`src/rtl/alu_mc.sv`:
```
// Multi-cycle ALU: single-cycle logic/arithmetic/shift ops plus an iterative
// shift-add multiply, with valid/ready handshakes on both the operand and the
// result side. Results and flags are held in registers until consumed.
module alu_mc #(
  parameter int WIDTH = 32
) (
  input  logic             clk,
  input  logic             resetn,
  input  logic             in_valid,
  output logic             in_ready,
  input  logic [WIDTH-1:0] A,
  input  logic [WIDTH-1:0] B,
  input  logic [3:0]       ALUop,
  output logic             out_valid,
  input  logic             out_ready,
  output logic [WIDTH-1:0] Result,
  output logic             Overflow,
  output logic             CarryOut,
  output logic             Zero,
  output logic             busy
);

  localparam int SW = $clog2(WIDTH);
  localparam int CW = $clog2(WIDTH) + 1;

  localparam logic [3:0] OP_AND  = 4'b0000;
  localparam logic [3:0] OP_OR   = 4'b0001;
  localparam logic [3:0] OP_ADD  = 4'b0010;
  localparam logic [3:0] OP_XOR  = 4'b0011;
  localparam logic [3:0] OP_NOR  = 4'b0100;
  localparam logic [3:0] OP_SLTU = 4'b0101;
  localparam logic [3:0] OP_SUB  = 4'b0110;
  localparam logic [3:0] OP_SLT  = 4'b0111;
  localparam logic [3:0] OP_MUL  = 4'b1000;
  localparam logic [3:0] OP_SLL  = 4'b1001;
  localparam logic [3:0] OP_SRL  = 4'b1010;
  localparam logic [3:0] OP_SRA  = 4'b1011;

  typedef enum logic [1:0] {
    S_IDLE = 2'd0,
    S_MUL  = 2'd1,
    S_DONE = 2'd2
  } state_t;

  state_t state_reg, state_next;

  logic             accept;
  logic             is_mul;

  // Multiplier state: multiplicand shifts left, multiplier shifts right,
  // so bit 0 of the multiplier always selects the current partial product.
  logic [2*WIDTH-1:0] mcand_reg;
  logic [WIDTH-1:0]   mplier_reg;
  logic [2*WIDTH-1:0] prod_reg;
  logic [2*WIDTH-1:0] prod_next;
  logic [2*WIDTH-1:0] addend;
  logic [CW-1:0]      cnt_reg;

  logic [WIDTH-1:0] result_reg;
  logic             overflow_reg;
  logic             carry_reg;
  logic             zero_reg;

  // Single-cycle datapath signals
  logic [WIDTH:0]   sum_ext;
  logic [WIDTH:0]   diff_ext;
  logic             add_ovf;
  logic             sub_ovf;
  logic             slt_bit;
  logic             sltu_bit;
  logic [SW-1:0]    shamt;
  logic [WIDTH-1:0] alu_result;
  logic             alu_ovf;
  logic             alu_carry;

  assign accept = in_valid & in_ready;
  assign is_mul = (ALUop == OP_MUL);

  assign Result   = result_reg;
  assign Overflow = overflow_reg;
  assign CarryOut = carry_reg;
  assign Zero     = zero_reg;

  // Partial product gated by the current multiplier bit
  genvar gi;
  generate
    for (gi = 0; gi < 2*WIDTH; gi++) begin : g_addend
      assign addend[gi] = mcand_reg[gi] & mplier_reg[0];
    end
  endgenerate

  assign prod_next = prod_reg + addend;

  // State register
  always_ff @(posedge clk or negedge resetn) begin
    if (!resetn) state_reg <= S_IDLE;
    else         state_reg <= state_next;
  end

  // Next-state logic
  always_comb begin
    state_next = state_reg;
    case (state_reg)
      S_IDLE: begin
        if (accept) state_next = is_mul ? S_MUL : S_DONE;
      end
      S_MUL: begin
        if (cnt_reg == CW'(1)) state_next = S_DONE;
      end
      S_DONE: begin
        if (accept)         state_next = is_mul ? S_MUL : S_DONE;
        else if (out_ready) state_next = S_IDLE;
      end
      default: state_next = S_IDLE;
    endcase
  end

  // Handshake and status outputs decoded from the state
  always_comb begin
    in_ready  = resetn & ((state_reg == S_IDLE) | ((state_reg == S_DONE) & out_ready));
    busy      = (state_reg == S_MUL);
    out_valid = (state_reg == S_DONE);
  end

  // Single-cycle ALU: compare ops reuse the A + ~B + 1 subtractor
  always_comb begin
    sum_ext  = {1'b0, A} + {1'b0, B};
    diff_ext = {1'b0, A} + {1'b0, ~B} + (WIDTH+1)'(1);
    add_ovf  = (A[WIDTH-1] == B[WIDTH-1]) & (sum_ext[WIDTH-1] ^ A[WIDTH-1]);
    sub_ovf  = (A[WIDTH-1] ^ B[WIDTH-1]) & (diff_ext[WIDTH-1] ^ A[WIDTH-1]);
    // Differing signs decide SLT directly, so A-B overflow cannot flip it
    slt_bit  = (A[WIDTH-1] ^ B[WIDTH-1]) ? A[WIDTH-1] : diff_ext[WIDTH-1];
    sltu_bit = ~diff_ext[WIDTH];
    shamt    = B[SW-1:0];
    alu_result = '0;
    alu_ovf    = 1'b0;
    alu_carry  = 1'b0;
    case (ALUop)
      OP_AND:  alu_result = A & B;
      OP_OR:   alu_result = A | B;
      OP_ADD: begin
        alu_result = sum_ext[WIDTH-1:0];
        alu_ovf    = add_ovf;
        alu_carry  = sum_ext[WIDTH];
      end
      OP_XOR:  alu_result = A ^ B;
      OP_NOR:  alu_result = ~(A | B);
      OP_SLTU: alu_result = {{(WIDTH-1){1'b0}}, sltu_bit};
      OP_SUB: begin
        alu_result = diff_ext[WIDTH-1:0];
        alu_ovf    = sub_ovf;
        alu_carry  = diff_ext[WIDTH];
      end
      OP_SLT:  alu_result = {{(WIDTH-1){1'b0}}, slt_bit};
      OP_SLL:  alu_result = A << shamt;
      OP_SRL:  alu_result = A >> shamt;
      OP_SRA:  alu_result = $unsigned($signed(A) >>> shamt);
      default: alu_result = '0;
    endcase
  end

  // Operand capture, multiply iteration and result/flag registers
  always_ff @(posedge clk or negedge resetn) begin
    if (!resetn) begin
      mcand_reg    <= '0;
      mplier_reg   <= '0;
      prod_reg     <= '0;
      cnt_reg      <= '0;
      result_reg   <= '0;
      overflow_reg <= 1'b0;
      carry_reg    <= 1'b0;
      zero_reg     <= 1'b0;
    end else if (accept) begin
      if (is_mul) begin
        mcand_reg  <= {{WIDTH{1'b0}}, A};
        mplier_reg <= B;
        prod_reg   <= '0;
        cnt_reg    <= CW'(WIDTH);
      end else begin
        result_reg   <= alu_result;
        overflow_reg <= alu_ovf;
        carry_reg    <= alu_carry;
        zero_reg     <= (alu_result == '0);
      end
    end else if (state_reg == S_MUL) begin
      mcand_reg  <= mcand_reg << 1;
      mplier_reg <= mplier_reg >> 1;
      prod_reg   <= prod_next;
      cnt_reg    <= cnt_reg - CW'(1);
      // Last step: publish the product directly from the adder output
      if (cnt_reg == CW'(1)) begin
        result_reg   <= prod_next[WIDTH-1:0];
        overflow_reg <= |prod_next[2*WIDTH-1:WIDTH];
        carry_reg    <= 1'b0;
        zero_reg     <= (prod_next[WIDTH-1:0] == '0);
      end
    end
  end

endmodule
```
`config.mk`:
```
export PLATFORM = sky130hd
export DESIGN_NAME = alu_mc
export DESIGN_NICKNAME = d
export VERILOG_FILES = /design/src/rtl/alu_mc.sv
export SDC_FILE = /design/constraint.sdc
export NUM_CORES = 1
export LEC_CHECK = 0
export ABC_AREA = 1
export CORE_UTILIZATION = 43
export CTS_BUF_LIST = sky130_fd_sc_hd__clkbuf_16
export CTS_CLUSTER_SIZE = 12
export DETAILED_ROUTE_END_ITERATION = 16
export GPL_TIMING_DRIVEN = 0
export SLEW_MARGIN = 20
export SYNTH_ARGS = -nofsm -noshare
export SYNTH_HDL_FRONTEND = slang
export SYNTH_SLANG_ARGS = --single-unit
```
`constraint.sdc`:
```
create_clock -name clk -period 5.9 [get_ports clk]
set_input_delay 0.885 -clock clk [delete_from_list [all_inputs] [get_ports clk]]
set_output_delay 0.885 -clock clk [all_outputs]
set_load 0.03 [all_outputs]
```
Word level (Yosys, flattened, before mapping). Index checks and enable logic that the tools add are counted. W data, S select, Z words.

$add $sub $neg: 5. $mul: 0. Divide/modulo/power cells: 0. $lt $le $gt $ge: 0. Eq/ne operators: 20. Shift-type cells: 3. Muxes and demuxes: 38. Bitwise logic cells: 79. Reduce and logical (&&, ||, !) cells: 10.

Operator list (number): $mux W64 (6); $pmux W32 S11 (1); $mux W32 (7); $and A1 B1 Y1 (69); $add A32 B32 Y33 (2); $add A64 B64 Y64 (1); $logic_not A32 Y1 (2); $not A32 Y32 (2); $add A33 B1 Y33 const B (1); $and A32 B32 Y32 (1); $or A32 B32 Y32 (1); $reduce_or A32 Y1 (1); $shl A32 B5 Y32 (1); $shr A32 B5 Y32 (1); $sshr A32 B5 Y32 (1); $xor A32 B32 Y32 (1); $mux W6 (3); $eq A4 B3 Y1 const B (4); $eq A4 B4 Y1 const B (4); $mux W1 (13); $mux W2 (5); $eq A4 B2 Y1 const B (2); $eq A6 B1 Y1 const B (1); $pmux W2 S3 (1); other kinds (17) (24).

Register bits: 203. Bits in latches: 0. Memory bits (writable): 0. Memory bits (read-only): 0. Input port bits: 72. Output and inout port bits: 38. Memories kept: 0.

Depth between registers and ports, before layout.
Depth after elaboration: 8. Gate-level depth with buffers: 28.

Worst setup path before layout. OpenSTA, ideal clock, no wires.

Path kind: input-to-reg. From: input B[3]. To: register zero_reg, in the netlist Zero. Arrival: 4022 ps. Data required time: 5827 ps. Slack: 1805 ps. Stages on the path: 27. Path buffers: 4. Path through: buf_2 inv_1 buf_2 buf_2 ha_1 buf_2 nor2_1 nand3_1 nand3_2 nand2_1 nand2_1 nand2_1 a21oi_1 o21ai_0 nand2_1 fa_1 nand2_1 nand4_1 nor2_1 o21ai_0 nor2_1 nand2_1 nor2_1 nand2_1 nor2_1 nand2_1 a21oi_2.

Longest elaborated chain between the ends: 8. Elaborated cells between the ends (all ways): 17. Classes of those cells: 3 x add/sub; 3 x shift; 4 x mux; 6 x bitwise; 1 x reduce/logical.

RTL lines: from (decl) (RTL line 12) `input logic [WIDTH-1:0] B,`; $not A32 Y32 (RTL line 128) `diff_ext = {1'b0, A} + {1'b0, ~B} + (WIDTH+1)'(1);`; $add A32 B32 Y33 (RTL line 128); $add A33 B1 Y33 (RTL line 128); $mux W1 or $not A1 Y1 (tied branches) (RTL line 132, 133); $pmux W32 S11 (*) (RTL line 138) `case (ALUop)`; $logic_not A32 Y1 (*) (RTL line 183) `zero_reg <= (alu_result == '0);`; $mux W1 (*) (RTL line 174) `if (is_mul) begin`; $mux W1 (*) (RTL line 173) `end else if (accept) begin`; to (signal assigned) (RTL line 183); to (signal assigned) (RTL line 195) `zero_reg <= (prod_next[WIDTH-1:0] == '0);`; to (decl) (RTL line 62) `logic zero_reg;`.

Every way passes the cells marked *; elsewhere a longest branch is shown, timed or not. The select of a mux whose other input is x is not followed. A chain may end at the register's enable or synchronous reset.

Worst setup path in the final report.
From: input B[3]. To: register result_reg[31], in the netlist Result[31].

Longest elaborated chain between the ends: 6. Elaborated cells between the ends (all ways): 10. Classes of those cells: 3 x add/sub; 3 x shift; 3 x mux; 1 x bitwise.

RTL lines: $not A32 Y32 (RTL line 128); $add A32 B32 Y33 (RTL line 128); $add A33 B1 Y33 (RTL line 128); $pmux W32 S11 (*) (RTL line 138); $mux W32 (*) (RTL line 174); $mux W32 (*) (RTL line 173); to (signal assigned) (RTL line 180) `result_reg <= alu_result;`; to (signal assigned) (RTL line 192) `result_reg <= prod_next[WIDTH-1:0];`; to (decl) (RTL line 59) `logic [WIDTH-1:0] result_reg;`.

Marks and branches as above.

==> impl_metrics.json <==
{
  "status": "finished, final reports clean",
  "power.density_nw_per_um2": 317.2,
  "critPathKind": "input port to register",
  "worst_path_most_repeated_cell": "nand2_1",
  "synth_area_um2": 24520,
  "antenna_found_initial": 8,
  "gr-usage-all-layers_pct": 43.78,
  "tightest_slew_ns": 1.187,
  "portBuffers": 109,
  "hpwl_um": 105400,
  "fin_crit_sh_pct": 98.43,
  "async_reset_ff_share_pct": 100.0,
  "relSlewSlack_pct": 20.54,
  "vias": 30760,
  "final_area_um2": 27490,
  "dr.pass1.iters": 7,
  "yosys.area.top_type": "nand2_1",
  "area_delta_synth_final_pct": 12.10,
  "synth_commonest_cells": "nand2_1 (1479), inv_1 (602), nand3_1 (539), nor2_1 (425), dfrtp_1 (203)",
  "crit_slowest_cell": "fa_1",
  "dieWidth_um": 240.8,
  "synth_most_common_cell": "nand2_1",
  "rows": 87,
  "grt_pass1_wl_um": 182800,
  "fillCellCount": 6275,
  "max_freq_mhz": 172.2,
  "ioPinCount": 110,
  "grt_max_degree": 96,
  "ir_drop_uv": 268.9,
  "tritoncts": "done",
  "finish.utilization_pct": 48.75,
  "path_clk_slew_ns": 0.07,
  "setup-tns-final_ns": 0,
  "fp.dieH_um": 240.8,
  "min_path_type": "input port to asynchronous set/reset pin",
  "postCtsHoldBufs": 0,
  "required_ns": 6.32,
  "cap_violations": 0,
  "synth_top_area_share_pct": 22.64,
  "drc_errors": 0,
  "num-nets-final": 4703,
  "synth_seq_cells": 203,
  "initial_core_util_pct": 43.49,
  "end_kind": "register",
  "rrSetupSlack_ns": 1.43,
  "ant_nets": 0,
  "root_buffer": "clkbuf_16",
  "grt_overflow_total": 0,
  "syn_area_per_cell_um2": 5.685,
  "dpl_cell_area_um2": 26620,
  "hold_slack_ns": 0.1451,
  "synthTopCellsByArea": "nand2_1 (23%), dfrtp_1 (21%), nand3_1 (11%), inv_1 (9.2%), ha_1 (8.7%)",
  "clkSinkCount": 203,
  "coreArea_um2": 56390,
  "drive_above_1_share_pct": 4.179,
  "synth_cells": 4313,
  "yosysWarnings": 0,
  "gp_congestion": 1.095,
  "wl_um": 129200,
  "clock_skew_ns": 0.03580,
  "worstSetupStartpoint": "B[3]",
  "crit_arrival_ns": 6.22,
  "critPathMaxFanout": 11,
  "slew_viol_final": 0,
  "insertion_delay_ns": 0.59,
  "cts_max_path_buffers": 3,
  "ys.flop_type": "dfrtp_1",
  "rsz0062_at_grt": "false",
  "dieArea_um2": 57980,
  "ctsHtreeMaxLevel": 1,
  "drtIter0Drc": 4327,
  "grt_pass1_vias": 27360,
  "p_leak_nw": 15.00,
  "synth-seq-area-share_pct": 20.72,
  "finalHoldViolations": 0,
  "syn-num-nets": 4560,
  "cts_buffers": 27,
  "yosysUniqueCellTypes": 53,
  "synth-edff-count": 0,
  "final-setup-viol-count": 0,
  "timing.rr.start": "mplier_reg[0]",
  "startpoint_type": "input port",
  "slowest_delay_ns": 0.47,
  "wl_per_cell_um": 24.69,
  "via_per_inst": 5.878,
  "period_minus_slack_ns": 5.808
}
-- worst max-delay path: cells and delay by family --
family / cells / cell delay [ns]
buffers and inverters: 6 / 1.58
and+or+nand+nor: 12 / 1.99
adders and majority gates: 2 / 0.73
AOI/OAI and AO/OA: 5 / 1.01
-- routing by layer --
layer	share of wire (%)	vias to the layer above	track usage [%]	wire length, um
li1	-	14130	-	-
met1	43	14320	62.68	54930
met2	39	1963	60.90	49910
met3	13	343	11.61	17320
met4	5.4	10	18.95	6980
met5	0.046	-	0	59
-- layout make-up --
type | count | area, um^2 | area share (%)
repair buffers | 115 | 1181 | 4.297
diodes | 2 | 5.005 | 0.01821
clock inverters | 21 | 150.1 | 0.5462
inverters | 615 | 2317 | 8.430
well taps | 756 | 945.9 | 3.441
flip-flops and latches | 203 | 5080 | 18.48
clock buffers | 27 | 675.6 | 2.458
plain buffers | 157 | 742.0 | 2.699
multi-input cells | 3337 | 16390 | 59.63
-- power breakdown --
part           switching [mW]  total [mW]  internal, mW
registers               0.444        2.42          1.98
logic                    3.17        4.69          1.52
clock network           0.727        1.61         0.881
-- repair_timing --
item / CTS / global route
buffers inserted: 0 / 4
pin swaps: 0 / 0
setup endpoints to repair: 1 / 2
hold endpoints to repair: 0 / 0
cloned: 0 / 0
resized for setup: 1 / 3
-- per-stage QoR --
stage	std cells	setup slack [ns]	total power, mW
floorplan	4313	1.805	5.293
global placement	5178	-5.657	6.921
detailed placement	5180	-0.6107	6.951
CTS	5228	0.08881	8.570
global route	5231	0.01340	9.266
finish	5233	0.09239	8.720
-- path summary, 6_finish.rpt --
| path | endpoint | depth (start not counted) |
|---|---|---|
| max reg2reg | Overflow | 21 |
| min in group clk | mplier_reg[10] | 2 |
| max | Result[31] | 25 |
| min | mplier_reg[16] | 1 |
| min reg2reg | mplier_reg[10] | 2 |
| max in group asynchronous | cnt_reg[2] | 3 |
-- cell families (layout without fill, tap and decap cells) --
group                    Yosys count  in the layout  share of synthesized area, %
AO/OA/AOI/OAI                    531            531                         12.53
AND/OR/NAND/NOR                 2604           2604                         44.29
XOR/XNOR                          27             27                        0.9644
other                              0              2                             0
buffers and inverters            773            935                         12.45
adder cells (fa/ha/maj)          175            175                         9.052
flip-flops                       203            203                         20.72
-- cells in the final DEF (no fill, tap or decap), drive strengths merged, types with 3 or more instances in the layout --
cell,instances
xor2,9
or2,18
o21bai,18
and2,4
nand3b,21
xnor2,18
inv,616
ha,171
nor2,430
a211oi,5
a21oi,154
nand4,50
o22ai,45
o221ai,6
clkbuf,97
fa,4
dfrtp,203
buf,94
clkinvlp,3
o211ai,6
o21ai,191
nand3,541
nand2,1499
o21a,5
a31oi,26
a22oi,61
clkinv,16
clkdlybuf4s50,108
a21o,4
nor4,6
nor3,34
(Power assumes the default switching activity.)
